**src/rtl/std_fp_div_pipe.sv**
```systemverilog
// Unsigned fixed-point divider: quotient = (left << FRAC_WIDTH) / right by restoring long division,
// one quotient bit per clock, with the go/done handshake used by the other multi-cycle primitives.
module std_fp_div_pipe #(
  parameter int WIDTH      = 32,
  parameter int INT_WIDTH  = 16,
  parameter int FRAC_WIDTH = 16
) (
  input  logic             clk,
  input  logic             reset,
  input  logic             go,
  input  logic [WIDTH-1:0] left,
  input  logic [WIDTH-1:0] right,
  output logic [WIDTH-1:0] out_quotient,
  output logic [WIDTH-1:0] out_remainder,
  output logic             done
);

  localparam int N  = WIDTH + FRAC_WIDTH;
  localparam int CW = $clog2(N);
  localparam logic [CW-1:0] LAST = CW'(N - 1);

  localparam logic [1:0] IDLE = 2'd0;
  localparam logic [1:0] RUN  = 2'd1;
  localparam logic [1:0] DONE = 2'd2;

  if (WIDTH != INT_WIDTH + FRAC_WIDTH) begin : g_bad_format
    $error("std_fp_div_pipe: WIDTH must equal INT_WIDTH + FRAC_WIDTH");
  end

  logic [1:0]       state_q, state_d;
  logic [CW-1:0]    cnt_q, cnt_d;
  logic [N-1:0]     dividend_q, dividend_d;
  logic [WIDTH-1:0] quot_q, quot_d;
  logic [WIDTH:0]   rem_q, rem_d;
  logic [WIDTH-1:0] divisor_q, divisor_d;
  logic [WIDTH-1:0] left_q, left_d;
  logic [WIDTH-1:0] out_quot_q, out_quot_d;
  logic [WIDTH-1:0] out_rem_q, out_rem_d;
  logic             done_q, done_d;

  logic [WIDTH:0]   shifted;
  logic [WIDTH:0]   diff;
  logic             fits;
  logic [WIDTH:0]   rem_next;
  logic [WIDTH-1:0] quot_next;

  // One restoring step. The quotient register keeps only the low WIDTH bits, so
  // higher quotient bits fall off the top, giving the wrap-around on overflow.
  always_comb begin
    shifted   = (rem_q << 1) | (WIDTH + 1)'(dividend_q[N-1]);
    diff      = shifted - {1'b0, divisor_q};
    fits      = (shifted >= {1'b0, divisor_q});
    rem_next  = fits ? diff : shifted;
    quot_next = (quot_q << 1) | WIDTH'(fits);
  end

  always_comb begin
    state_d    = state_q;
    cnt_d      = cnt_q;
    dividend_d = dividend_q;
    quot_d     = quot_q;
    rem_d      = rem_q;
    divisor_d  = divisor_q;
    left_d     = left_q;
    out_quot_d = out_quot_q;
    out_rem_d  = out_rem_q;
    done_d     = 1'b0;
    case (state_q)
      IDLE: begin
        if (go) begin
          dividend_d = {left, {FRAC_WIDTH{1'b0}}};
          divisor_d  = right;
          left_d     = left;
          quot_d     = '0;
          rem_d      = '0;
          cnt_d      = '0;
          state_d    = RUN;
        end
      end
      RUN: begin
        dividend_d = dividend_q << 1;
        quot_d     = quot_next;
        rem_d      = rem_next;
        cnt_d      = cnt_q + CW'(1);
        if (cnt_q == LAST) begin
          // Divide by zero keeps the normal latency but reports a fixed result.
          if (divisor_q == '0) begin
            out_quot_d = '1;
            out_rem_d  = left_q;
          end else begin
            out_quot_d = quot_next;
            out_rem_d  = WIDTH'(rem_next);
          end
          done_d  = 1'b1;
          state_d = DONE;
        end
      end
      DONE:    state_d = IDLE;
      default: state_d = IDLE;
    endcase
  end

  always_ff @(posedge clk) begin
    if (reset) begin
      state_q    <= IDLE;
      cnt_q      <= '0;
      dividend_q <= '0;
      quot_q     <= '0;
      rem_q      <= '0;
      divisor_q  <= '0;
      left_q     <= '0;
      out_quot_q <= '0;
      out_rem_q  <= '0;
      done_q     <= 1'b0;
    end else begin
      state_q    <= state_d;
      cnt_q      <= cnt_d;
      dividend_q <= dividend_d;
      quot_q     <= quot_d;
      rem_q      <= rem_d;
      divisor_q  <= divisor_d;
      left_q     <= left_d;
      out_quot_q <= out_quot_d;
      out_rem_q  <= out_rem_d;
      done_q     <= done_d;
    end
  end

  assign out_quotient  = out_quot_q;
  assign out_remainder = out_rem_q;
  assign done          = done_q;

endmodule

```
**config.mk**
```make
export PLATFORM = sky130hd
export DESIGN_NAME = std_fp_div_pipe
export DESIGN_NICKNAME = d
export VERILOG_FILES = /design/src/rtl/std_fp_div_pipe.sv
export SDC_FILE = /design/constraint.sdc
export NUM_CORES = 1
export LEC_CHECK = 0
export BUFFER_PORTS_ARGS = -buffer_cell sky130_fd_sc_hd__buf_2
export CORE_AREA = 2 2 147 149
export DETAILED_ROUTE_END_ITERATION = 8
export DIE_AREA = 0 0 149 151
export PLACE_DENSITY = 0.77
export REMOVE_ABC_BUFFERS = 1
export SLEW_MARGIN = 30
export SYNTH_ARGS = -nofsm -noshare
export SYNTH_HDL_FRONTEND = slang
export SYNTH_SLANG_ARGS = --single-unit
```
**constraint.sdc**
```tcl
create_clock -name clk -period 2.8 [get_ports clk]
set_clock_uncertainty 0.05 [all_clocks]
set_input_delay 0.56 -clock clk [delete_from_list [all_inputs] [get_ports clk]]
set_output_delay 0.56 -clock clk [all_outputs]
set_load 0.1 [all_outputs]
```
# Word level (Yosys, flattened, before mapping)

Cells that the tools add are included.

$add $sub $neg: 2
Bitwise logic cells: 3
Magnitude comparators: 1
Muxes and demuxes: 15
Reduce and logical (&&, ||, !) cells: 8
Eq/ne operators: 4

Operators with widths:

| operator                                            | number |
|---|---|
| 2-to-1 mux 32 bit                                   | 4 |
| case mux 48 bit (2 select lines)                    | 1 |
| case mux 32 bit (2 select lines)                    | 1 |
| case mux 31 bit (2 select lines)                    | 1 |
| 2-to-1 mux 48 bit                                   | 1 |
| greater-or-equal comparator 33 x 32 -> 1 bit        | 1 |
| OR 33 x 1 -> 33 bit                                 | 1 |
| zero test 32 bit                                    | 1 |
| OR 32 x 1 -> 32 bit                                 | 1 |
| subtractor 32 bit                                   | 1 |
| 2-to-1 mux 31 bit                                   | 1 |
| case mux 6 bit (2 select lines)                     | 1 |
| AND reduction 2 bit                                 | 4 |
| adder 6 x 1 -> 6 bit, second input constant         | 1 |
| equality test 6 bit, second input constant          | 1 |
| 2-to-1 mux 6 bit                                    | 1 |
| 2-to-1 mux 2 bit                                    | 2 |
| != test 2 bit, second input constant                | 2 |
| case mux 2 bit (2 select lines)                     | 1 |
| equality test 2 x 1 -> 1 bit, second input constant | 1 |
| zero test 2 bit                                     | 1 |
| nonzero test 2 bit                                  | 1 |
| OR reduction 2 bit                                  | 1 |
| 2-to-1 mux 1 bit                                    | 1 |
| NOT 1 bit                                           | 1 |

Output and inout port bits: 65
Logic and storage cells: 43
Bits of input ports: 67
Register bits: 248

# Logic depth before layout (Yosys ltp)

Word-level depth: 4
Mapped depth: 15
Depth with buffers taken out: 13

# Least setup slack after synthesis

No wires, ideal clock.

Kind: register to register
Start: register dividend_q[47]
End: register rem_q[30]
Setup time: 0.086 ns
Path buffers: 0
Stages on the path, launching flop included: 14
Arrival time: 2.779 ns
Setup slack: -0.114 ns
Period minus slack after synthesis: 2.914 ns
Data required time: 2.664 ns
Cell sequence: dfxtp_1 > inv_1 > ha_1 > inv_1 > fa_1 > a21o_1 > a221o_1 > o211a_1 > a211oi_2 > o211ai_1 > a221oi_1 > xnor2_1 > nand2_1 > a211oi_1

Cells in the longest elaborated chain, start to end: 4
Elaborated cells on any way between the ends: 5
Classes of those cells: add/sub: 1; order compare: 1; mux: 2; bitwise: 1

Ends and longest elaborated chain:

| item                                                                              | RTL line | text |
|---|---|---|
| start, declared                                                                   | 32       | `logic [N-1:0] dividend_q, dividend_d;` |
| start signal, assigned                                                            | 118      | `dividend_q <= dividend_d;` |
| OR 33 x 1 -> 33 bit (*)                                                           | 50       | `shifted = (rem_q << 1) \| (WIDTH + 1)'(dividend_q[N-1]);` |
| subtractor 32 bit or greater-or-equal comparator 33 x 32 -> 1 bit (tied branches) | 51, 52   |  |
| 2-to-1 mux 32 bit (*)                                                             | 53       | `rem_next = fits ? diff : shifted;` |
| case mux 32 bit (2 select lines) (*)                                              | 68       | `case (state_q)` |
| end signal, assigned                                                              | 120      | `rem_q <= rem_d;` |
| end, declared                                                                     | 34       | `logic [WIDTH:0] rem_q, rem_d;` |

Mark *: on every way between the ends. The rest lies on a longest branch, timed or not.
A chain may end at the register's enable or synchronous reset.

# Final worst setup path

Start: register dividend_q[47]
End: register out_rem_q[22] (netlist: out_remainder[22])

Cells in the longest elaborated chain, start to end: 4
Elaborated cells on any way between the ends: 5
Classes of those cells: add/sub: 1; order compare: 1; mux: 2; bitwise: 1

Ends and longest elaborated chain:

| item                                                                              | RTL line | text |
|---|---|---|
| OR 33 x 1 -> 33 bit (*)                                                           | 50       |  |
| subtractor 32 bit or greater-or-equal comparator 33 x 32 -> 1 bit (tied branches) | 51, 52   |  |
| 2-to-1 mux 32 bit (*)                                                             | 53       |  |
| 2-to-1 mux 32 bit (*)                                                             | 87       | `if (divisor_q == '0) begin` |
| end signal, assigned                                                              | 124      | `out_rem_q <= out_rem_d;` |
| end, declared                                                                     | 38       | `logic [WIDTH-1:0] out_rem_q, out_rem_d;` |

Marked as above.

==> flow_summary_export.csv <==
group,metric,value,unit
layout,antenna-diode-count,0,
power,pwr_density_cell,839,nW/µm²
floorplanning,rows,53,
outcome,outcome,"finished with violations",
layout,layout.cells.non_filler,1964,
grt,grt_overflow,0,
power,power.leakage,6.09,nW
clocking,cts.sink_count,232,
logic_synthesis,yosys.area.top_type,"dfxtp_1",
sta,period_needed,3.11,ns
floorplanning,io_pins,132,
placement,place.gp.congestion,0.935,
worst_setup_path,cp_common_cell,"inv_2",
routing,wl,33600,µm
logic_synthesis,yosysSeqAreaShare,42.5,%
logic_synthesis,ys_async_sr_fraction,0,%
grt,grt_max_degree,121,
logic_synthesis,synth.top_cell.area_share,42.5,%
clocking,clkLatencyLatePin,0.56,ns
sta,slew_violations,0,
run,drv_cap,0,
routing,wl_per_cell,17.1,µm
grt,grt_pass1_wl,51200,µm
sta,finalSetupTns,-5.23,ns
clocking,cts.htree.levels,1,
clocking,cts_buffer_depth,3,
worst_setup_path,critPathMaxFanout,3,
routing,first_pass_iters,5,
sta,fin_hold_ws,0.188,ns
grt,grt_pass1_vias,10400,
outcome,violations,"setup timing",
floorplanning,dieArea,22500,µm²
layout,fin_area,14800,µm²
min_path,min_path_type,"input pin to flip-flop",
sta,min_period_over_period,111,%
placement,preCtsSetupSlack,-0.380,ns
layout,utilization,71.2,%
logic_synthesis,avgSynthCellArea,7.71,µm²
layout,drive_gt1_share,32.0,%
logic_synthesis,ys.flop_type,"dfxtp_1",
clocking,cts_inserted_buffers,25,
grt,grt_antenna_before_repair,0,
floorplanning,die_w,149,µm
clocking,clk_pin_slew_worst_paths,0.06,ns
placement,port_buffers,131,
worst_setup_path,slowest_delay,0.36,ns
layout,fin_nets,1771,
logic_synthesis,netlist_top_cells_area,"dfxtp_1 (42%), nand2_1 (10%), a21oi_1 (8.2%)",
worst_setup_path,critPathKind,"flip-flop to flip-flop",
floorplanning,core,20800,µm²
floorplanning,die_h,151,µm
logic_synthesis,synthCells,1419,
logic_synthesis,synthTopCellsByCount,"nand2_1 (302), dfxtp_1 (232), a21oi_1 (180)",
sta,setup_viol,45,
logic_synthesis,synth_most_common_cell,"nand2_1",
routing,vias_per_cell,5.68,
routing,drt_iter0_markers,721,
clocking,cts_tree,"done",
sta,slew_headroom,45.7,%
logic_synthesis,ys_types,63,
layout,area_growth,35.5,%
sta,worst_slack,-0.307,ns
sta,hold_viol_final,0,
worst_setup_path,start_kind,"flip-flop",
placement,hpwlAfterDp,21800,µm
floorplanning,start_util,52.5,%
worst_setup_path,critical_path.cell_chain,"inv_2 -> ha_4 -> inv_2 -> fa_2 -> a21o_1 -> a221o_1 -> o211a_1 -> a211oi_2 -> o211ai_1 -> buf_4 -> xnor2_1 -> mux2_4 -> nand2_2 -> a31oi_1",
power,p_total,12.4,mW
routing,num_vias,11200,
logic_synthesis,synth_warnings,0,
worst_setup_path,crit_path_end_kind,"flip-flop",
power,ir_drop,0.612,mV
sta,rsz0062_at_grt,"yes",
layout,fill_cells,1634,
worst_setup_path,cp.arrival,3.48,ns
sta,worstMarginPinSlew,0.814,ns
logic_synthesis,synth_edf_count,0,
placement,dp.cells,1888,
worst_setup_path,required,3.18,ns
routing,ant_nets,0,
sta,clock.fmax,322,MHz
logic_synthesis,syn_area,10900,µm²
clocking,cts_hold_buf,0,
clocking,cts-root-buf,"clkbuf_16",
routing,drc,0,
worst_setup_path,cpMaxStageDelayCell,"fa_2",
placement,placed_cell_area,12900,µm²
grt,gr-usage-all-layers,27.9,%
logic_synthesis,ys_ff_latch,232,
[per-layer routing]
metal / part of all wire, % / vias to the layer above / global-route usage [%]
met2: 49 / 371 / 48.1
met3: 5.6 / 78 / 4.01
li1: - / 5396 / -
met5: 0 / - / 0
met4: 3.3 / 0 / 10.7
met1: 42 / 5307 / 35.5
[timing repair]
item	4_1_cts	5_1_grt
gates cloned	1	1
pin swaps	26	21
endpoints found under the setup margin	64	64
buffers inserted	5	24
resized for setup	47	113
[power by group]
part           leakage [nW]  internal (mW)  switching, mW
logic                  3.75           2.73           2.58
clock network         0.444           2.10           1.42
registers              1.90           3.47          0.142
[cells by family (layout without fill, tap and decap cells)]
kind of cell / Yosys count / count (layout) / share of synthesized area [%]
and+or+nand+nor: 597 / 597 / 23.6
AOI/OAI and AO/OA: 350 / 350 / 19.1
DFF: 232 / 232 / 42.5
buffers and inverters: 153 / 423 / 5.88
adders and majority gates: 34 / 34 / 3.96
xor gates and xnor gates: 30 / 30 / 2.40
muxes: 23 / 23 / 2.64
[worst paths after layout]
check / from / end / slack, ns / cells after the start
max: dividend_q[47] / out_remainder[22] / -0.31 / 14
min reg2reg: left_q[28] / left_q[28] / 0.40 / 2
min: right[20] / divisor_q[20] / 0.19 / 3
max reg2reg: dividend_q[47] / out_remainder[22] / -0.31 / 14
[area by class of cell]
type	count	area (µm²)	share of cell area [%]
Clock buffer	38	774	5.22
Sequential cell	232	4670	31.5
Multi-Input combinational cell	1034	6400	43.2
Inverter	44	165	1.11
Timing Repair Buffer	333	2350	15.9
Clock inverter	8	116	0.785
Tap cell	275	344	2.32
[worst max-delay path: cells and delay by family (launching register included)]
family	cells	cell delay, ns
XOR/XNOR	1	0.12
flip-flops	1	0.32
AND/OR/NAND/NOR	1	0.07
adder cells (fa/ha/maj)	2	0.48
buffers and inverters	3	0.33
AO/OA/AOI/OAI	6	1.34
multiplexers	1	0.28
[registers in the layout, indices dropped and copies added (netlist names)]
signal         count
state_q            2
done               1
out_remainder     32
dividend_q        32
divisor_q         32
quot_q            31
cnt_q              6
left_q            32
rem_q             32
out_quotient      32
[placed cells by master, fill, tap and decap left out, types with 5 or more instances in the layout]
cell         n
xor2_1       8
o21a_1      11
dfxtp_2     20
inv_2       13
a21o_1      14
nand3_1     64
nor3_1      69
o21ai_0     26
a21oi_1    167
o21ai_2      7
ha_1         5
buf_12      10
buf_2      130
nor4_1       9
buf_4      188
a311oi_1    11
a31oi_1     38
inv_1       31
xnor2_1     17
nand2_2      8
nand2_1    293
clkbuf_8    10
or3_1        5
a211oi_1     7
nand4_1     12
mux2i_4      5
dfxtp_1    211
nor2_1      97
mux2_4      13
o21ai_1     16
and3_1       5
a21oi_2     13
xnor2_2      5
ha_4        27
clkbuf_16   26
No activity file was read; power rests on OpenSTA's default activity.
